===== src/rtl/ecg_beat_analyzer_if.sv =====
`default_nettype none
// ============================================================================
// Module      : ecg_beat_analyzer_if
// Description : ECG FIFO word stream from the MAX30003 driver to the beat
//               analyzer (raw 24-bit word plus one-cycle valid strobe).
// Revision    : 1.0 - initial release
// ============================================================================
interface ecg_beat_analyzer_if;
  logic [23:0] fifo_word;
  logic        fifo_word_valid;

  modport master (output fifo_word, output fifo_word_valid);
  modport slave  (input  fifo_word, input  fifo_word_valid);
endinterface
`default_nettype wire


===== src/rtl/ecg_beat_analyzer.sv =====
`default_nettype none
// ============================================================================
// Module      : ecg_beat_analyzer
// Description : ETAG decode of MAX30003 ECG FIFO words, threshold/refractory
//               R-peak detector, RR interval measurement and heart rate via
//               a 16-bit restoring divider.
// Revision    : 1.0 - initial release
// ============================================================================
module ecg_beat_analyzer #(
  parameter int FS_HZ           = 128,
  parameter int REFRACT_SAMPLES = 32,
  parameter int RR_TIMEOUT      = 512
) (
  input  wire                  clk,
  input  wire                  rst_n,
  ecg_beat_analyzer_if.slave   fifo,
  input  wire signed [17:0]    threshold,
  output logic signed [17:0]   ecg_data,
  output logic                 ecg_data_valid,
  output logic                 beat_pulse,
  output logic [15:0]          rr_interval,
  output logic [15:0]          heart_rate,
  output logic                 hr_valid,
  output logic                 rhythm_lost,
  output logic                 fifo_ovf
);

  localparam logic [15:0] HR_NUM    = 16'(60 * FS_HZ);
  localparam logic [16:0] TIMEOUT_W = 17'(RR_TIMEOUT);
  localparam int          RW        = $clog2(REFRACT_SAMPLES + 1);
  localparam logic [RW-1:0] REFR_LAST = RW'(REFRACT_SAMPLES);

  typedef enum logic [0:0] {
    ARMED   = 1'b0,
    REFRACT = 1'b1
  } state_t;

  state_t r_state, w_state_nx;

  logic          r_rst_meta, r_rst_n;
  logic [15:0]   r_counter;
  logic          r_have_prev;
  logic [RW-1:0] r_refr_cnt;
  logic          r_div_start;
  logic          r_busy;
  logic [4:0]    r_bit_cnt;
  logic [15:0]   r_dvd, r_rem, r_divisor;

  logic [2:0]          w_etag;
  logic signed [17:0]  w_sample;
  logic                w_accept, w_ovf, w_beat, w_timeout;
  logic [16:0]         w_cnt_inc;
  logic [RW-1:0]       w_refr_inc;
  logic [16:0]         w_rem_sh;
  logic                w_ge;
  logic [15:0]         w_rem_nx, w_q_nx;
  logic                unused_ptag;

  // Tag decode and detector decisions for the word presented this cycle.
  assign w_etag      = fifo.fifo_word[5:3];
  assign w_sample    = fifo.fifo_word[23:6];
  assign unused_ptag = ^fifo.fifo_word[2:0];
  assign w_accept    = fifo.fifo_word_valid && !w_etag[2];
  assign w_ovf       = fifo.fifo_word_valid && (w_etag == 3'b111);
  assign w_cnt_inc   = {1'b0, r_counter} + 17'd1;
  assign w_refr_inc  = r_refr_cnt + RW'(1);
  assign w_beat      = w_accept && (r_state == ARMED) && (w_sample > threshold);
  // A beat on the same sample takes precedence over the timeout.
  assign w_timeout   = w_accept && !w_beat && (w_cnt_inc == TIMEOUT_W);

  // One restoring-division step: shift in next dividend bit, trial subtract.
  assign w_rem_sh = {r_rem, r_dvd[15]};
  assign w_ge     = (w_rem_sh >= {1'b0, r_divisor});
  assign w_rem_nx = w_ge ? 16'(w_rem_sh - {1'b0, r_divisor}) : w_rem_sh[15:0];
  assign w_q_nx   = {r_dvd[14:0], w_ge};

  // Reset synchronizer: assert immediately, release on a clock edge.
  always_ff @(posedge clk or negedge rst_n) begin
    if (!rst_n) begin
      r_rst_meta <= 1'b0;
      r_rst_n    <= 1'b0;
    end else begin
      r_rst_meta <= 1'b1;
      r_rst_n    <= r_rst_meta;
    end
  end

  // Detector state register.
  always_ff @(posedge clk or negedge r_rst_n) begin
    if (!r_rst_n) r_state <= ARMED;
    else          r_state <= w_state_nx;
  end

  // Detector next state: only accepted samples (or overflow) move the FSM.
  always_comb begin
    w_state_nx = r_state;
    if (w_ovf) begin
      w_state_nx = ARMED;
    end else if (w_accept) begin
      case (r_state)
        ARMED:   if (w_beat) w_state_nx = REFRACT;
        REFRACT: if (w_refr_inc == REFR_LAST) w_state_nx = ARMED;
        default: w_state_nx = ARMED;
      endcase
      if (w_timeout) w_state_nx = ARMED;
    end
  end

  // Sample capture, sample counter, refractory count and RR measurement.
  always_ff @(posedge clk or negedge r_rst_n) begin
    if (!r_rst_n) begin
      ecg_data       <= '0;
      ecg_data_valid <= 1'b0;
      beat_pulse     <= 1'b0;
      rr_interval    <= '0;
      fifo_ovf       <= 1'b0;
      r_counter      <= '0;
      r_have_prev    <= 1'b0;
      r_refr_cnt     <= '0;
      r_div_start    <= 1'b0;
    end else begin
      ecg_data_valid <= 1'b0;
      beat_pulse     <= 1'b0;
      r_div_start    <= 1'b0;
      if (w_ovf) begin
        fifo_ovf    <= 1'b1;
        r_counter   <= '0;
        r_have_prev <= 1'b0;
      end else if (w_accept) begin
        ecg_data       <= w_sample;
        ecg_data_valid <= 1'b1;
        if (w_beat) begin
          beat_pulse  <= 1'b1;
          r_refr_cnt  <= '0;
          r_counter   <= '0;
          r_have_prev <= 1'b1;
          if (r_have_prev) begin
            rr_interval <= w_cnt_inc[15:0];
            r_div_start <= 1'b1;
          end
        end else begin
          r_counter <= w_cnt_inc[16] ? 16'hFFFF : w_cnt_inc[15:0];
          if (r_state == REFRACT) r_refr_cnt <= w_refr_inc;
          if (w_timeout) r_have_prev <= 1'b0;
        end
      end
    end
  end

  // Heart-rate divider and rhythm status; overflow or restart aborts a run.
  always_ff @(posedge clk or negedge r_rst_n) begin
    if (!r_rst_n) begin
      heart_rate  <= '0;
      hr_valid    <= 1'b0;
      rhythm_lost <= 1'b1;
      r_busy      <= 1'b0;
      r_bit_cnt   <= '0;
      r_dvd       <= '0;
      r_rem       <= '0;
      r_divisor   <= '0;
    end else begin
      hr_valid <= 1'b0;
      if (w_ovf) begin
        r_busy      <= 1'b0;
        rhythm_lost <= 1'b1;
      end else if (r_div_start) begin
        r_busy    <= 1'b1;
        r_bit_cnt <= 5'd16;
        r_dvd     <= HR_NUM;
        r_rem     <= '0;
        r_divisor <= rr_interval;
      end else if (r_busy) begin
        r_rem     <= w_rem_nx;
        r_dvd     <= w_q_nx;
        r_bit_cnt <= r_bit_cnt - 5'd1;
        if (r_bit_cnt == 5'd1) begin
          r_busy      <= 1'b0;
          heart_rate  <= w_q_nx;
          hr_valid    <= 1'b1;
          rhythm_lost <= 1'b0;
        end
      end
      if (w_timeout) begin
        heart_rate  <= '0;
        rhythm_lost <= 1'b1;
      end
    end
  end

endmodule
`default_nettype wire


===== src/flat_wrapper.sv =====
// flat-port wrapper written by rule: the top's interface ports become plain ports
module ecg_beat_analyzer_flat 
#(
  parameter int FS_HZ           = 128,
  parameter int REFRACT_SAMPLES = 32,
  parameter int RR_TIMEOUT      = 512
)
  (clk, rst_n, threshold, ecg_data, ecg_data_valid, beat_pulse, rr_interval, heart_rate, hr_valid, rhythm_lost, fifo_ovf, fifo_fifo_word, fifo_fifo_word_valid);
  ecg_beat_analyzer_if fifo_i ();
  input  wire clk;
  input  wire rst_n;
  input  wire signed [17:0] threshold;
  output logic signed [17:0] ecg_data;
  output logic ecg_data_valid;
  output logic beat_pulse;
  output logic [15:0] rr_interval;
  output logic [15:0] heart_rate;
  output logic hr_valid;
  output logic rhythm_lost;
  output logic fifo_ovf;
  input wire logic [$bits(fifo_i.fifo_word)-1:0] fifo_fifo_word;
  input wire logic [$bits(fifo_i.fifo_word_valid)-1:0] fifo_fifo_word_valid;
  assign fifo_i.fifo_word = fifo_fifo_word;
  assign fifo_i.fifo_word_valid = fifo_fifo_word_valid;
  ecg_beat_analyzer #(.FS_HZ(FS_HZ), .REFRACT_SAMPLES(REFRACT_SAMPLES), .RR_TIMEOUT(RR_TIMEOUT)) u_core (.clk(clk), .rst_n(rst_n), .fifo(fifo_i), .threshold(threshold), .ecg_data(ecg_data), .ecg_data_valid(ecg_data_valid), .beat_pulse(beat_pulse), .rr_interval(rr_interval), .heart_rate(heart_rate), .hr_valid(hr_valid), .rhythm_lost(rhythm_lost), .fifo_ovf(fifo_ovf));
endmodule

===== config.mk =====
export PLATFORM = sky130hd
export DESIGN_NAME = ecg_beat_analyzer_flat
export DESIGN_NICKNAME = d
export VERILOG_FILES = /design/src/rtl/ecg_beat_analyzer_if.sv /design/src/rtl/ecg_beat_analyzer.sv /design/src/flat_wrapper.sv
export SDC_FILE = /design/constraint.sdc
export NUM_CORES = 1
export LEC_CHECK = 0
export CAP_MARGIN = 20
export CORE_UTILIZATION = 30
export CTS_BUF_LIST = sky130_fd_sc_hd__clkbuf_8
export DETAILED_ROUTE_END_ITERATION = 6
export GPL_TIMING_DRIVEN = 0
export PLACE_DENSITY = 0.55
export SYNTH_ARGS = -nofsm -noshare
export SYNTH_HDL_FRONTEND = slang
export SYNTH_SLANG_ARGS = --single-unit

===== constraint.sdc =====
create_clock -name clk -period 5.7 [get_ports clk]
set_input_delay 1.14 -clock clk [delete_from_list [all_inputs] [get_ports clk]]
set_output_delay 1.14 -clock clk [all_outputs]
set_load 0.05 [all_outputs]

# == Word level (Yosys, flattened, before mapping) ==
# Index checks and enable logic that the tools add are counted.
# word_totals
wordCells,108
regBits,136
# op_classes
bitwise,2
add_sub_neg,4
n_reduce_logical,24
mux,49
n_lt_le_gt_ge,2
n_eq_ne,7
# op_table
op,n
16-bit two-way mux,14
1-bit two-way mux,30
18-bit greater-than comparator,1
"16-bit by 1-bit adder with 17-bit output, second input constant",1
"17-bit by 10-bit equality test with 1-bit output, second input constant",1
17-bit by 16-bit >= comparator with 1-bit output,1
16-bit subtractor,1
6-bit two-way mux,2
5-bit two-way mux,2
2-bit nonzero test,5
3-bit nonzero test,3
2-bit AND reduction,4
4-bit AND reduction,2
"6-bit by 1-bit adder with 6-bit output, second input constant",1
"6-bit equality test, second input constant",1
1-bit logical AND,6
3-bit AND reduction,2
"5-bit by 1-bit equality test with 1-bit output, second input constant",1
"5-bit by 1-bit subtractor with 5-bit output, second input constant",1
"2-bit != test, second input constant",2
"3-bit equality test, second input constant",1
"3-bit != test, second input constant",1
1-bit zero test,2
1-bit NOT,2
1-bit case mux with 2 select lines,1

# == Logic depth before layout (Yosys ltp) ==
# Gate-level depths: netlist of the first run.
# logic_depth
depth_word,11
ltp_mapped,11

# == Worst setup path before layout of the first run ==
# No wires, ideal clock.
# synth_path
path_kind,input-to-reg
startpoint,input threshold[11]
endpoint,register u_core.rr_interval[10]
arrival_time_ps,2971
path_slack_ps,2605
stages,9
path_buffers,1
setup_time_ps,125
path_cell_list,inv_1 > ha_1 > a21oi_1 > o21ai_0 > a2111oi_0 > o21ai_1 > o211ai_1 > buf_2 > mux2_2
# synth_between
elab_chain_len,3
# synth_rtl
element,line,text
"start, declared",flat_wrapper.sv:12,input wire signed [17:0] threshold;
18-bit greater-than comparator,ecg_beat_analyzer.sv:67,assign w_beat = w_accept && (r_state == ARMED) && (w_sample > threshold);
1-bit logical AND,ecg_beat_analyzer.sv:67,
4-bit AND reduction (no line),-,
"end signal, assigned",ecg_beat_analyzer.sv:138,rr_interval <= w_cnt_inc[15:0];
"end, declared",ecg_beat_analyzer.sv:21,"output logic [15:0] rr_interval,"
# No other way between the ends.
# A chain may end at the register's enable or synchronous reset.

# == Worst setup path after layout of the first run ==
# layout_path
startpoint,input threshold[13]
endpoint,register u_core.rr_interval[1]
# The elaborated chain is that of the path after synthesis.

==> impl_metrics.yaml, run 1 <==
timing:
  skew_ns: 0.0155
  worstMarginPinSlew_ns: 0.703
  rsz0062_at_grt: "false"
  drv_slew: 0
  hold_viol: 0
  tns_ns: 0
  timing.final.crit_share_pct: 65.7
  slew_headroom_pct: 53.0
  fin_crit_ns: 3.74
  holdWs_ns: 0.313
  setup_violations: 0
  max_freq_ghz: 0.267
clock_network:
  cts.sinks: 136
  postCtsSetupBuffers: 0
  cts-buffers-inserted: 17
  cts_tree: "done"
  htree_levels: 4
  clk_pin_slew_ns: 0.09
  cts-root-buf: "clkbuf_8"
  worstSkewPairLatency_ns: 0.46
  cts_resized: 0
  cts_buffer_depth: 2
  cts_hold_buf: 0
synthesis:
  synth_area_leaders: "dfrtp_1 (45%), nand2_1 (7.9%), ha_1 (6.6%)"
  syn-num-nets: 870
  netlist_instances: 785
  ys_seq_area_share_pct: 45.8
  synth_cell_types: 73
  synth_top_area_share_pct: 45.5
  syn_area_um2: 7430
  avgSynthCellArea_um2: 9.46
  synth_most_common_cell: "nand2_1"
  synth_top_area_cell: "dfrtp_1"
  synth_async_sr_flop_share_pct: 100
  synth_edf_count: 0
  yosys_most_used_dff: "dfrtp_1"
  synth_warnings: 0
  synth_seq_cells: 136
  synth_common_cells: "nand2_1 (156), dfrtp_1 (135), o21ai_0 (63), inv_1 (55), a21oi_1 (40)"
place:
  io_buffers: 96
  gp_congestion: 0.817
  dp.final_hpwl_mm: 13.6
  dp.cells: 1207
grt:
  grt_pass1_wl_mm: 31.9
  antenna_found_initial: 0
  grt_start_max_net_pins: 61
  grt_pass1_vias: 6138
  grt_overflow_total: 0
  grt_usage_pct: 15.5
pwr:
  power_density_nw_per_um2: 445
  power_w: 0.00411
  peakVddDrop_v: 0.000175
  leakage_nw: 4.16
final_layout:
  nFillCells: 2475
  final_nets: 987
  areaGrowthSynthToFinish_pct: 24.4
  drive_gt1_share_pct: 10.3
  stdcell_count: 1239
  insertedDiodeCount: 0
die:
  core-area_um2: 24300
  dieArea_um2: 25400
  die_x_um: 159
  num_io_pins: 100
  rows: 57
  start_util_pct: 30.5
  die_h_um: 159
worst_setup_path:
  worst_ep_required_time_ns: 6.04
  critPathMaxFanout: 10
  critPathArrivalTime_ns: 4.08
  start_kind: "primary input"
  cp-end-kind: "flip-flop"
  critPathKind: "primary input to flip-flop"
routing:
  ant_nets: 0
  vias: 5984
  wirelength_mm: 18.5
  viasPerCell: 4.83
  met3_wirelength_um: 670
  wl_met1_mm: 8.76
  top_layer_used: "met4"
  avgRoutedWirePerCell_um: 14.9
  met2_wirelength_mm: 8.77
  drtPass1Iterations: 4
  drtIter0Drc: 297
  drt_drc_violations_left: 0
min_path:
  worstHoldPathType: "flip-flop to async pin"
status:
  status: "complete, no violations"
run:
  drv_cap: 0
==> critical path: stages <==
cell and delay, ns:
clkdlybuf4s50_1 0.46, inv_1 0.04, ha_1 0.28, a21oi_1 0.15
o21ai_0 0.11, a2111oi_0 0.55, o21ai_1 0.26, o211ai_1 0.45
buf_2 0.29, mux2_2 0.35
==> logic make-up after synthesis <==
logic type,after synthesis,synth area share [%]
flip-flops,136,45.8
adder cells (fa/ha/maj),40,6.84
multiplexers,32,4.62
XOR/XNOR,26,3.07
AND/OR/NAND/NOR,279,18.8
buffers and inverters,89,5.00
AO/OA/AOI/OAI,182,15.8
other,1,0.0505
==> final timing paths <==
kind | start | end | slack [ns] | cells past startpoint
min in group clk | u_core.r_rst_meta | u_core.r_rst_n | 0.37 | 0
max in group asynchronous | u_core.r_rst_n | u_core.r_counter[2] | 4.71 | 1
setup reg to reg | u_core.r_dvd[15] | u_core.r_rem[14] | 2.87 | 10
hold reg to reg | u_core.r_rst_n | u_core.r_rem[5] | 0.31 | 0
hold / removal | u_core.r_rst_n | u_core.r_rem[5] | 0.31 | 0
setup / recovery | threshold[13] | u_core.rr_interval[1] | 1.96 | 10
==> where the power goes <==
group / total (W) / internal [W] / switching, W
registers: 0.00140 / 0.00121 / 0.000191
clock network: 0.000808 / 0.000380 / 0.000428
logic: 0.00190 / 0.000779 / 0.00113
==> per-stage QoR <==
stage	area [um2]	setup WS, ns	util, %
after floorplan	7430	1.63	-
after global placement	8790	-0.265	36.2
after detailed placement	8840	1.42	36.4
after CTS	9240	1.87	38.0
after global routing	9240	1.68	38.0
final	9240	1.96	38.0
==> placed cells by master, fill, tap and decap left out, types with 4 or more instances in the layout <==
cell type	Yosys	final
a21o_1	6	6
a21oi_1	40	40
a21oi_2	9	9
a22o_1	20	20
and3_1	5	5
buf_2	8	8
clkbuf_1	19	19
clkbuf_8	0	19
clkdlybuf4s50_1	0	96
clkinv_4	0	5
dfrtp_1	135	134
ha_1	39	39
inv_1	55	55
mux2_2	18	18
mux2i_1	14	14
nand2_1	156	156
nand2b_1	6	6
nand3_1	19	19
nand4_1	12	12
nor2_1	25	25
nor2b_1	5	5
nor3_1	15	15
nor4_1	5	5
o21a_1	4	4
o21ai_0	63	63
o31ai_1	5	5
o41ai_1	4	4
xnor2_1	18	18
xor2_1	8	8
==> registers in the layout, summed over array words and instances, names as in the netlist, 5 cells and up <==
| register | flops |
|---|---|
| u_core.r_dvd | 16 |
| u_core.r_rem | 16 |
| u_core.r_counter | 16 |
| u_core.ecg_data | 18 |
| u_core.heart_rate | 16 |
| u_core.r_divisor | 16 |
| u_core.r_bit_cnt | 5 |
| u_core.rr_interval | 16 |
| u_core.r_refr_cnt | 6 |
==> area by class of cell <==
cell class,instances,area (um2),share of cell area (%)
well taps,324,405,4.39
repair buffers,98,1010,10.9
plain buffers,31,154,1.67
multi-input cells,560,3650,39.5
clock inverters,13,135,1.46
inverters,58,218,2.36
flip-flops and latches,136,3410,36.9
clock buffers,19,262,2.83
==> metal layers <==
metal  vias to the layer above  global-route usage, %
met5                         -                      0
met4                         0                   4.33
met3                        23                   3.31
met2                       109                   25.8
met1                      2869                   20.3
li1                       2983                      -
Note: power is estimated with default switching activity, not from simulation.
==> run 2, diff against run 1 <==
- PLACE_DENSITY: 0.55 -> 0.57
- clock period: 5.7 -> 3.3 ns (I/O delays scaled with it)
==> impl_metrics.yaml, run 2 (synthesis results as in run 1) <==
routing:
  wirelength_mm: 18.1
  viasPerCell: 4.79
  avgRoutedWirePerCell_um: 14.6
  drtIter0Drc: 348
  ant_nets: 0
  vias: 5930
  drtPass1Iterations: 4
  drt_drc_violations_left: 0
pwr:
  power_frac_seq_pct: 33.8
  peakVddDrop_v: 0.000277
  p_int_w: 0.00419
  power_density_nw_per_um2: 770
  power_w: 0.00713
  leakage_nw: 4.16
  p_sw_w: 0.00294
  swShare_pct: 41.2
  p_clk_share_pct: 20.2
  power_frac_comb_pct: 46.0
clock_network:
  cts-root-buf: "clkbuf_8"
  cts_buffer_depth: 2
  cts_tree: "done"
  cts.sinks: 136
  htree_levels: 4
  clk_pin_slew_ns: 0.08
  worstSkewPairLatency_ns: 0.45
  cts-buffers-inserted: 17
  cts_hold_buf: 0
final_layout:
  regMostFlops: "u_core.ecg_data"
  insertedDiodeCount: 0
  largest_reg_flops: 18
  fin_util_pct: 38.1
  final_nets: 988
  areaGrowthSynthToFinish_pct: 24.7
  final_common_cell: "nand2_1"
  drive_gt1_share_pct: 10.2
  final_cell_mix: "nand2_1 (156), dfrtp_1 (134), clkdlybuf4s50_1 (96)"
grt:
  grt_pass1_wl_mm: 30.7
  grt_overflow_total: 0
  antenna_found_initial: 0
  grt_pass1_vias: 6066
  grt_start_max_net_pins: 51
  grt_usage_pct: 14.9
timing:
  drv_slew: 0
  timing.final.crit_share_pct: 97.8
  setup_violations: 0
  fin_crit_ns: 3.23
  max_freq_ghz: 0.310
  hold_viol: 0
  slew_headroom_pct: 54.7
  rsz0062_at_grt: "false"
  worstMarginPinSlew_ns: 0.677
  skew_ns: 0.0151
  setup_ws_ns: 0.0738
worst_setup_path:
  path_cells: "clkdlybuf4s50_1 > inv_1 > ha_1 > a21oi_1 > o21ai_0 > a2111oi_1 > o21ai_1 > o21ai_1 > inv_1 > nor2_8 > buf_12 > a21oi_2"
  cp-end-kind: "flip-flop"
  worst_ep_required_time_ns: 3.63
  start_kind: "primary input"
  rr_startpoint: "u_core.r_dvd[15]"
  critPathKind: "primary input to flip-flop"
  cp_top_family: "compound AO/OA/AOI/OAI gates"
  critPathMaxFanout: 10
  rr_endpoint: "u_core.r_rem[14]"
  slowest_delay_ns: 0.59
  worst_path_max_delay_cell: "a2111oi_1"
  worst-path-buf-inv: 4
  critPathArrivalTime_ns: 3.56
  rr_worst_depth: 10
  r2r_slack_ns: 0.49
die:
  dieArea_um2: 25400
  num_io_pins: 100
  die_x_um: 159
  die_h_um: 159
  rows: 57
  core-area_um2: 24300
  start_util_pct: 30.5
status:
  status: "complete, no violations"
place:
  dp.final_hpwl_mm: 13.5
  gp_congestion: 0.843
  pre_cts_ws_ns: -0.624
  io_buffers: 96
min_path:
  worstHoldPathType: "flip-flop to async pin"
run:
  drv_cap: 0
## run 2: metal layers
layer	vias to the layer above	track usage, %	wire (um)
li1	2977	-	-
met3	19	4.04	747
met4	0	4.24	249
met5	-	0	0
met2	107	24.8	8490
met1	2827	19.1	8630
## run 2: timing repair
item,in CTS,in global routing
setup buffers,1,0
pin swaps,1,0
setup endpoints to repair,25,33
gates resized for setup,1,1
## run 2: cell type report
| type | instances | area [um2] |
|---|---|---|
| multi-input combinational | 560 | 3650 |
| sequential | 136 | 3410 |
| fill | 2468 | 15100 |
| buffer | 31 | 154 |
| tap | 324 | 405 |
| clock inverter | 13 | 154 |
| clock buffer | 18 | 248 |
| inverter | 58 | 218 |
| timing repair buffer | 99 | 1020 |
## run 2: through the flow
step | cells | instance area, um2 | hold slack (ns) | setup TNS [ns]
after floorplan | 785 | 7430 | 0.331 | 0
after global placement | 1205 | 8790 | 0.335 | -24.50
after detailed placement | 1207 | 8850 | 0.345 | -24.79
after CTS | 1239 | 9260 | 0.336 | 0
after global routing | 1239 | 9260 | 0.330 | 0
final | 1239 | 9260 | 0.322 | 0
## run 2: worst max path at each step
stage	startpoint	to	slack, ns	cells past startpoint
floorplan	threshold[11]	u_core.rr_interval[10]	0.68	9
global placement	threshold[11]	u_core.rr_interval[10]	-0.63	10
detailed placement	threshold[13]	u_core.heart_rate[0]	-0.62	12
CTS	threshold[13]	u_core.heart_rate[0]	0.03	12
global route	threshold[11]	u_core.rr_interval[9]	0.004	12
finish	threshold[13]	u_core.heart_rate[11]	0.07	12
## run 2: power groups by stage
stage	Combinational (W)	Clock [W]	Sequential, W
floorplan	0.00200	0	0.00282
global placement	0.00322	0	0.00246
global route	0.00365	0.00156	0.00247
detailed placement	0.00329	0	0.00244
finish	0.00328	0.00144	0.00241
CTS	0.00331	0.00149	0.00241
## run 2: worst reg2reg max path, stage by stage (launching register included)
cell and delay, ns:
dfrtp_1 0.39, inv_1 0.12, ha_1 0.20, fa_1 0.22, nand2b_1 0.13, a211oi_1 0.11, o41ai_1 0.51, a21oi_1 0.22
or4_1 0.44, and4_1 0.21, o31ai_2 0.18
